$ cat src/rtl/tdm_mux8_pkg.sv
// Shared constants and state encoding for the TDM transmit mux and its receive-side demux.
// Optional parity slot enabled by defining TDM_PARITY_EN.
package tdm_mux8_pkg;

    localparam int NUM_CH = 8;
    localparam int SEL_W  = 3;

`ifdef TDM_PARITY_EN
    localparam int NUM_SLOTS = NUM_CH + 1;
    localparam int CNT_W     = 4;
`else
    localparam int NUM_SLOTS = NUM_CH;
    localparam int CNT_W     = 3;
`endif

    typedef enum logic {
        ST_IDLE = 1'b0,
        ST_SEND = 1'b1
    } state_t;

endpackage

$ cat src/rtl/tdm_mux8_word.sv
// Combinational 8:1 word selector built as three levels of 2:1 stages,
// mirroring the structure of the receive-side demux tree.
module mux8_word
    import tdm_mux8_pkg::*;
#(
    parameter int CH_W = 8
) (
    input  logic [SEL_W-1:0]       sel,
    input  logic [NUM_CH*CH_W-1:0] words,
    output logic [CH_W-1:0]        word
);

    logic [CH_W-1:0] stage1 [4];
    logic [CH_W-1:0] stage2 [2];

    for (genvar i = 0; i < 4; i++) begin : g_stage1
        assign stage1[i] = sel[0] ? words[(2*i+1)*CH_W +: CH_W] : words[(2*i)*CH_W +: CH_W];
    end

    for (genvar i = 0; i < 2; i++) begin : g_stage2
        assign stage2[i] = sel[1] ? stage1[2*i+1] : stage1[2*i];
    end

    assign word = sel[2] ? stage2[1] : stage2[0];

endmodule

$ cat src/rtl/tdm_mux8.sv
// 8-channel time-division mux: one frame accepted per handshake, one slot emitted per beat.
// Defining TDM_PARITY_EN appends a ninth XOR-parity slot to each frame.
//
// state   | meaning
// --------+-----------------------------------------------------------
// ST_IDLE | no frame held; in_ready=1, outputs quiet
// ST_SEND | presenting slot cnt_q; reload on accept at the last slot
module tdm_mux8
    import tdm_mux8_pkg::*;
#(
    parameter int CH_W = 8
) (
    input  logic                   clk,
    input  logic                   rst_n,
    input  logic [NUM_CH*CH_W-1:0] in_data,
    input  logic                   in_valid,
    output logic                   in_ready,
    output logic [CH_W-1:0]        out_data,
    output logic [SEL_W-1:0]       out_sel,
    output logic                   out_sof,
    output logic                   out_par,
    output logic                   out_valid,
    input  logic                   out_ready
);

    state_t                   state_q, state_d;
    logic [NUM_CH*CH_W-1:0]   frame_q, frame_d;
    logic [CNT_W-1:0]         cnt_q, cnt_d;
    logic                     last_slot;
    logic                     accept;
    logic                     take;
    logic [CH_W-1:0]          word_sel;

    assign last_slot = (cnt_q == CNT_W'(NUM_SLOTS - 1));
    assign accept    = in_valid && in_ready;
    assign take      = out_valid && out_ready;

    mux8_word #(.CH_W(CH_W)) u_mux8_word (
        .sel   (cnt_q[SEL_W-1:0]),
        .words (frame_q),
        .word  (word_sel)
    );

`ifdef TDM_PARITY_EN
    logic [CH_W-1:0] parity_word;

    always_comb begin
        parity_word = '0;
        for (int i = 0; i < NUM_CH; i++) begin
            parity_word = parity_word ^ frame_q[i*CH_W +: CH_W];
        end
    end
`endif

    always_ff @(posedge clk or negedge rst_n) begin
        if (!rst_n) begin
            state_q <= ST_IDLE;
            frame_q <= '0;
            cnt_q   <= '0;
        end else begin
            state_q <= state_d;
            frame_q <= frame_d;
            cnt_q   <= cnt_d;
        end
    end

    always_comb begin
        state_d = state_q;
        frame_d = frame_q;
        cnt_d   = cnt_q;
        case (state_q)
            ST_IDLE: begin
                if (accept) begin
                    frame_d = in_data;
                    cnt_d   = '0;
                    state_d = ST_SEND;
                end
            end
            ST_SEND: begin
                if (take) begin
                    if (last_slot) begin
                        cnt_d = '0;
                        // a frame accepted on the final beat continues without a bubble
                        if (accept) frame_d = in_data;
                        else        state_d = ST_IDLE;
                    end else begin
                        cnt_d = cnt_q + CNT_W'(1);
                    end
                end
            end
            default: state_d = ST_IDLE;
        endcase
    end

    always_comb begin
        in_ready  = 1'b0;
        out_valid = 1'b0;
        out_data  = '0;
        out_sel   = '0;
        out_sof   = 1'b0;
        out_par   = 1'b0;
        case (state_q)
            ST_IDLE: in_ready = 1'b1;
            ST_SEND: begin
                out_valid = 1'b1;
                in_ready  = last_slot && out_ready;
                out_data  = word_sel;
                out_sel   = cnt_q[SEL_W-1:0];
                out_sof   = (cnt_q == '0);
`ifdef TDM_PARITY_EN
                if (cnt_q == CNT_W'(NUM_CH)) begin
                    out_data = parity_word;
                    out_sel  = SEL_W'(NUM_CH - 1);
                    out_par  = 1'b1;
                end
`endif
            end
            default: ;
        endcase
    end

endmodule

$ cat config.mk
export PLATFORM = sky130hd
export DESIGN_NAME = tdm_mux8
export DESIGN_NICKNAME = d
export VERILOG_FILES = /design/src/rtl/tdm_mux8_pkg.sv /design/src/rtl/tdm_mux8_word.sv /design/src/rtl/tdm_mux8.sv
export SDC_FILE = /design/constraint.sdc
export NUM_CORES = 1
export LEC_CHECK = 0
export ABC_CLOCK_PERIOD_IN_PS = 3000
export BUFFER_PORTS_ARGS = -buffer_cell sky130_fd_sc_hd__buf_2
export CELL_PAD_IN_SITES_DETAIL_PLACEMENT = 2
export CELL_PAD_IN_SITES_GLOBAL_PLACEMENT = 2
export CORE_ASPECT_RATIO = 1.25
export CORE_MARGIN = 10
export CORE_UTILIZATION = 39
export CTS_CLUSTER_SIZE = 12
export DETAILED_ROUTE_END_ITERATION = 8
export GPL_ROUTABILITY_DRIVEN = 0
export PLACE_DENSITY = 0.87
export RECOVER_POWER = 25
export SKIP_LAST_GASP = 1
export SLEW_MARGIN = 5
export SYNTH_ARGS = -nofsm -noshare
export SYNTH_HDL_FRONTEND = slang
export SYNTH_HIERARCHICAL = 1
export SYNTH_SLANG_ARGS = --single-unit
$ cat constraint.sdc
create_clock -name clk -period 3 [get_ports clk]
set_input_delay 0.3 -clock clk [delete_from_list [all_inputs] [get_ports clk]]
set_output_delay 0.3 -clock clk [all_outputs]
set_load 0.01 [all_outputs]
==> flow_metrics.tcl, run 1 <==
set metrics [dict create \
    run_status "completed" \
    total_power_uw 5146 \
    drt_first_iter_violations 160 \
    maxCapViolCount 0 \
    cts.repair_timing.setup_buffer_count 0 \
    drt-pass1-iter-count 8 \
    postSynthCellCount 352 \
    r2r_cells 4 \
    synth_compound_gate_area_share_pct 25.17 \
    cts_hold_buf 1 \
    yosys-top-cells-count "sky130_fd_sc_hd__dfrtp_1 (68), sky130_fd_sc_hd__inv_1 (66), sky130_fd_sc_hd__nand2_1 (65), sky130_fd_sc_hd__o32ai_2 (60), sky130_fd_sc_hd__mux4_1 (15)" \
    whs_ns 0.2484 \
    critPathRequiredTime_ns 2.70 \
    cts_tree "done" \
    timing.critical_path.to "out_data[5]" \
    critical_path_peak_fanout 18 \
    die_h_um 135.7 \
    grt-ovfl-total 0 \
    buffer_ports.inserted 81 \
    peakVddDrop_mv 0.3991 \
    antenna_violating_nets_post_route 0 \
    crit_path_start_kind "flip-flop" \
    floorplan.core_area_sq_mm 0.01051 \
    yosysTopAreaCellShare_pct 40.76 \
    path_delay_family "multiplexers" \
    cell_area_synth_sq_mm 0.004175 \
    critPathBufInv 2 \
    synth_most_common_cell "sky130_fd_sc_hd__dfrtp_1" \
    routed_wl_um 14170 \
    row_count 42 \
    yosys.area_share.xor_xnor_pct 0 \
    fraction_of_layout_cells_with_a_size_suffix_above_1_pct 41.19 \
    timing.slew.headroom_pct 13.32 \
    detail_route.drc_violations 0 \
    areaGrowthSynthToFinish_pct 16.36 \
    cts_made_buffers 9 \
    wl_per_cell_um 25.63 \
    syn-num-nets 423 \
    post_synthesis_adder_cell_area_fraction_pct 0.8990 \
    synth_ff_type "sky130_fd_sc_hd__dfrtp_1" \
    ys_warnings 6 \
    tns_ns 0 \
    library_cell_occupying_the_most_area_in_the_post_synthesis_netlist "sky130_fd_sc_hd__dfrtp_1" \
    post-route-period-util_pct 89.23 \
    yosysSeqAreaShare_pct 40.76 \
    post_synth_edffs 0 \
    initial_utilization_pct 39.73 \
    critPathCaptureType "primary output" \
    met1_length_um 5629 \
    detailroute.via_count 3117 \
    synth.distinct_cells 26 \
    critical_path.slowest_cell "sky130_fd_sc_hd__mux4_1" \
    finalClockSkew_ns 0.004171 \
    gr-usage-all-layers_pct 18.86 \
    achievable-frequency_mhz 373.6 \
    path_clk_slew_ns 0.05 \
    crit_chain "buf_4 > mux4_1 > mux2_2 > and2_1 > buf_2" \
    clock_tree.buffer_depth 2 \
    r2r-end "frame_q[54]" \
    max_slew.worst_pin.slew_ns 1.300 \
    total_met3_wirelength_after_detailed_routing_um 719 \
    boundaryPins 83 \
    period_minus_slack_ns 2.677 \
    number_of_sinks_on_the_clock_net 68 \
    crit_start "cnt_q[0]" \
    combinational_family_with_the_most_area_after_synthesis "compound AO/OA/AOI/OAI gates" \
    number_of_global_route_vias_before_repair 3661 \
    grt_antenna_before_repair 1 \
    synth.avg_cell_area_sq_um 11.86 \
    power_per_cell_area_mw_per_mm2 1059 \
    grt_setup_unrepaired "false" \
    post_drt_via_cell_ratio 5.637 \
    netlist_top_cells_area "sky130_fd_sc_hd__dfrtp_1 (41%), sky130_fd_sc_hd__o32ai_2 (23%), sky130_fd_sc_hd__mux4_1 (9.4%)" \
    critical_path.reg2reg.startpoint "cnt_q[2]" \
    clk_latency_ns 0.33 \
    clock_tree.htree_level_count 3 \
    simple_logic_cell_fraction_of_the_synthesized_area_pct 8.211 \
    leakage_uw 0.002326 \
    postSynthRegisterBits 68 \
    crit_arrival_ns 2.38 \
    num-nets-final 489 \
    max_stage_delay_ns 0.69 \
    die_ar_sq_mm 0.01527 \
    grt_start_max_net_pins 52 \
    crit_cells 5 \
    total_count_of_hold_check_failures_in_the_final_report 0 \
    grt_first_pass_wirelength_um 22180 \
    wl_met2_um 7459 \
    post_cts_resized 0 \
    clockRootBuffer "sky130_fd_sc_hd__clkbuf_16" \
    hold_class "input pin to flip-flop" \
    maxUsedRoutingLayer "met4" \
    synth.area.mux_share_pct 12.65 \
    share_of_flip_flops_with_an_asynchronous_set_or_reset_after_synthesis_pct 100.0 \
    detailedPlacementHpwl_um 9494 \
    slew_violations 0 \
    die_x_um 112.5 \
    timing_worst_setup_path_type "flip-flop to primary output" \
    setup_viol 0 \
    worst-r2r-setup-slack_ns 0.53 \
]
==> metal layers <==
metal | global-route usage [%] | vias to the layer above
met5 | 0 | -
met2 | 32.24 | 106
li1 | - | 1369
met1 | 22.25 | 1616
met3 | 4.344 | 26
met4 | 7.627 | 0
==> cell type report <==
cell class              instances  area (sq um)
clock buffers                  13         240.2
inverters                      67         251.5
well taps                     132         165.2
multi-input cells             180          1983
diodes                          1         2.502
fillers                      1084          5652
flip-flops and latches         68          1702
repair buffers                 92         514.2
==> through the flow <==
stage | std cells | cell area, sq um | util [%] | setup WS (ns)
detailed placement | 538 | 4607 | 43.83 | 0.5695
floorplan | 352 | 4175 | - | 1.059
global placement | 538 | 4607 | 43.83 | 0.7026
finish | 553 | 4858 | 46.23 | 0.3230
CTS | 552 | 4857 | 46.21 | 0.2948
global route | 553 | 4858 | 46.23 | 0.2088
==> state kept, by name, summed over array words and instances, names as in the netlist <==
register,flops
state_q,1
frame_q,64
cnt_q,3
==> worst min-delay path: stages <==
cell and delay [ns]:
sky130_fd_sc_hd__buf_2 0.09, sky130_fd_sc_hd__nand2_1 0.07, sky130_fd_sc_hd__o32ai_2 0.07
==> placed cells by master (no fill, tap or decap) <==
| master | n |
|---|---|
| sky130_fd_sc_hd__a32o_1 | 2 |
| sky130_fd_sc_hd__clkbuf_1 | 5 |
| sky130_fd_sc_hd__o32ai_1 | 4 |
| sky130_fd_sc_hd__nor2_1 | 3 |
| sky130_fd_sc_hd__mux2_2 | 9 |
| sky130_fd_sc_hd__diode_2 | 1 |
| sky130_fd_sc_hd__clkbuf_16 | 9 |
| sky130_fd_sc_hd__mux4_1 | 15 |
| sky130_fd_sc_hd__buf_4 | 8 |
| sky130_fd_sc_hd__and2_1 | 11 |
| sky130_fd_sc_hd__buf_2 | 80 |
| sky130_fd_sc_hd__dfrtp_1 | 68 |
| sky130_fd_sc_hd__conb_1 | 1 |
| sky130_fd_sc_hd__nor2b_4 | 1 |
| sky130_fd_sc_hd__dlygate4sd3_1 | 1 |
| sky130_fd_sc_hd__a21boi_4 | 1 |
| sky130_fd_sc_hd__ha_1 | 3 |
| sky130_fd_sc_hd__a22o_1 | 1 |
| sky130_fd_sc_hd__or2_1 | 1 |
| sky130_fd_sc_hd__inv_2 | 1 |
| sky130_fd_sc_hd__buf_12 | 2 |
| sky130_fd_sc_hd__o32ai_2 | 60 |
| sky130_fd_sc_hd__nand2_1 | 65 |
| sky130_fd_sc_hd__and3_4 | 1 |
| sky130_fd_sc_hd__inv_1 | 66 |
| sky130_fd_sc_hd__mux2i_1 | 1 |
| sky130_fd_sc_hd__mux4_2 | 1 |
==> cells by family after synthesis <==
logic type | Yosys count
and+or+nand+nor | 82
AOI/OAI and AO/OA | 68
buffers and inverters | 104
adders and majority gates | 3
DFF | 68
other | 1
muxes | 26
==> worst min-delay path by stage <==
stage / from / end / cells after the start
2_1_floorplan: rst_n / cnt_q[0] / 0
3_3_place_gp: rst_n / frame_q[21] / 1
3_5_place_dp: rst_n / frame_q[29] / 1
4_1_cts: in_data[10] / frame_q[10] / 3
5_1_grt: in_data[57] / frame_q[57] / 3
6_report: in_data[5] / frame_q[5] / 3
==> power by group <==
group | switching, uW | leakage (uW) | total [uW] | internal, uW
Combinational | 1070 | 0.00140 | 2440 | 1370
Sequential | 402 | 0.000813 | 1780 | 1380
Clock | 374 | 0.000116 | 920 | 546
Total | 1850 | 0.00233 | 5150 | 3300
No activity file was read; power rests on OpenSTA's default activity.
==> run 2: changes to the inputs <==
Settings changed: PLACE_DENSITY 0.87 to 0.88.
==> run 2 against run 1 <==
- the flow now finishes with violations (max-capacitance violations, max-slew violations)
- via count decreased by 4.2%
- register-to-register slack improved by 0.23 ns
- first-iteration DRC count decreased by 15%
- global-route usage decreased by 1.4 points
- final area increased by 0.41%
- sequential power increased by 2%
- core utilization increased by 0.19 points
- sequential share of layout area decreased by 0.14 points
- die area unchanged
- clock power increased by 3.2%
- setup slack got worse by 0.16 ns
- flip-flop and latch count unchanged
- largest power group unchanged
- highest routed layer unchanged
==> flow_metrics.tcl, run 2 (synthesized netlist as in run 1, its figures left out) <==
set metrics [dict create \
    achievable-frequency_mhz 352.5 \
    post_cts_resized 0 \
    max_stage_delay_ns 0.67 \
    detailroute.via_count 2986 \
    grt_start_max_net_pins 68 \
    whs_ns 0.2490 \
    r2r_cells 4 \
    critPathCaptureType "primary output" \
    cts_tree "done" \
    antenna_violating_nets_post_route 0 \
    min_path_cells 3 \
    critPathRequiredTime_ns 2.70 \
    grt-ovfl-total 0 \
    top_register "frame_q" \
    hold_path_startpoint "in_data[35]" \
    num-nets-final 488 \
    hold_class "input pin to flip-flop" \
    finalNonFillerCells 553 \
    die_x_um 112.5 \
    period_minus_slack_ns 2.837 \
    failed_checks "max-capacitance violations, max-slew violations" \
    drt_first_iter_violations 136 \
    final_cell_mix "sky130_fd_sc_hd__buf_2 (80), sky130_fd_sc_hd__dfrtp_1 (68), sky130_fd_sc_hd__inv_1 (66)" \
    timing_worst_setup_path_type "flip-flop to primary output" \
    initial_utilization_pct 39.73 \
    routed_wl_um 13220 \
    peakVddDrop_mv 0.3982 \
    detailedPlacementHpwl_um 9687 \
    preCtsSetupSlack_ns 0.5141 \
    boundaryPins 83 \
    slew_violations 68 \
    whs_endpoint "frame_q[35]" \
    critPathBufInv 2 \
    critical_path_peak_fanout 12 \
    die_h_um 135.7 \
    cts_made_buffers 9 \
    number_of_global_route_vias_before_repair 3549 \
    total_count_of_hold_check_failures_in_the_final_report 0 \
    final_common_cell "sky130_fd_sc_hd__buf_2" \
    crit_arrival_ns 2.54 \
    clock_tree.buffer_depth 2 \
    clock_tree.htree_level_count 3 \
    run_status "finished, violations left" \
    finalClockSkew_ns 0.005419 \
    maxCapViolCount 1 \
    crit_start "cnt_q[0]" \
    crit_chain "buf_4 > mux4_1 > mux2_2 > and2_1 > buf_2" \
    clk_latency_ns 0.33 \
    power_per_cell_area_mw_per_mm2 1059 \
    largest_register_ffs 64 \
    crit_path_start_kind "flip-flop" \
    critical_path.reg2reg.startpoint "cnt_q[2]" \
    die_ar_sq_mm 0.01527 \
    r2r-end "frame_q[7]" \
    grt_antenna_before_repair 1 \
    wl_per_cell_um 23.90 \
    finalWorstSetupSlack_ns 0.1629 \
    path_delay_family "multiplexers" \
    post-route-period-util_pct 94.57 \
    areaGrowthSynthToFinish_pct 16.84 \
    placed_cells_incl_taps 537 \
    worst-r2r-setup-slack_ns 0.76 \
    fraction_of_layout_cells_with_a_size_suffix_above_1_pct 41.90 \
    number_of_sinks_on_the_clock_net 68 \
    tns_ns 0 \
    row_count 42 \
    timing.slew.headroom_pct -18.02 \
    path_clk_slew_ns 0.05 \
    floorplan.core_area_sq_mm 0.01051 \
    max_slew.worst_pin.slew_ns 1.770 \
    grt_setup_unrepaired "false" \
    setup_viol 0 \
    reg_top3 "frame_q (64), cnt_q (3), state_q (1)" \
    detail_route.drc_violations 0 \
    gr-usage-all-layers_pct 17.44 \
    drt-pass1-iter-count 4 \
    post_drt_via_cell_ratio 5.400 \
    buffer_ports.inserted 81 \
    leakage_uw 0.002338 \
    critical_path.slowest_cell "sky130_fd_sc_hd__dfrtp_1" \
    grt_first_pass_wirelength_um 20670 \
    clockRootBuffer "sky130_fd_sc_hd__clkbuf_16" \
]
==> run 2: worst max path at each step <==
stage                     slack [ns]          end  cells past startpoint
final                           0.16  out_data[1]                      5
after global routing            0.09  out_data[7]                      5
after CTS                       0.16  out_data[7]                      5
after detailed placement        0.51  out_data[7]                      5
after global placement          0.65  out_data[7]                      5
after floorplan                 1.06  out_data[1]                      5
==> run 2: area by class of cell <==
| type | count | area (sq um) |
|---|---|---|
| sequential | 68 | 1702 |
| clock buffer | 11 | 242.7 |
| antenna | 1 | 2.502 |
| tap | 132 | 165.2 |
| fill | 1107 | 5632 |
| multi-input combinational | 180 | 1983 |
| timing repair buffer | 91 | 516.7 |
| clock inverter | 3 | 15.01 |
| inverter | 67 | 251.5 |
==> run 2: repair_timing <==
item | 4_1_cts | 5_1_grt
buffers inserted | 0 | 0
hold endpoints to repair | 1 | 0
hold buffers | 1 | 0
==> run 2: metal layers <==
layer | global-route usage [%] | vias to the layer above | wire length (um)
met5 | 0 | - | 0
met2 | 31.60 | 75 | 7120
met4 | 7.062 | 0 | 357
met1 | 18.72 | 1523 | 5206
met3 | 4.566 | 21 | 530
li1 | - | 1367 | -
==> run 2: worst min-delay path: stages <==
cell                      delay (ns)
sky130_fd_sc_hd__buf_2          0.10
sky130_fd_sc_hd__nand2_1        0.07
sky130_fd_sc_hd__o32ai_2        0.07
==> run 2: stage by stage <==
step	area [sq um]	utilization (%)	total power [uW]
after floorplan	4175	-	3465
after global placement	4624	44.00	3998
after detailed placement	4624	44.00	4243
after CTS	4892	46.55	5238
after global routing	4878	46.42	5482
final	4878	46.42	5165
==> run 2: power by group <==
| group | leakage [uW] | internal (uW) | switching, uW |
|---|---|---|---|
| clock network | 0.000131 | 568 | 381 |
| registers | 0.000813 | 1380 | 440 |
| logic | 0.00139 | 1380 | 1020 |
| total | 0.00234 | 3320 | 1840 |
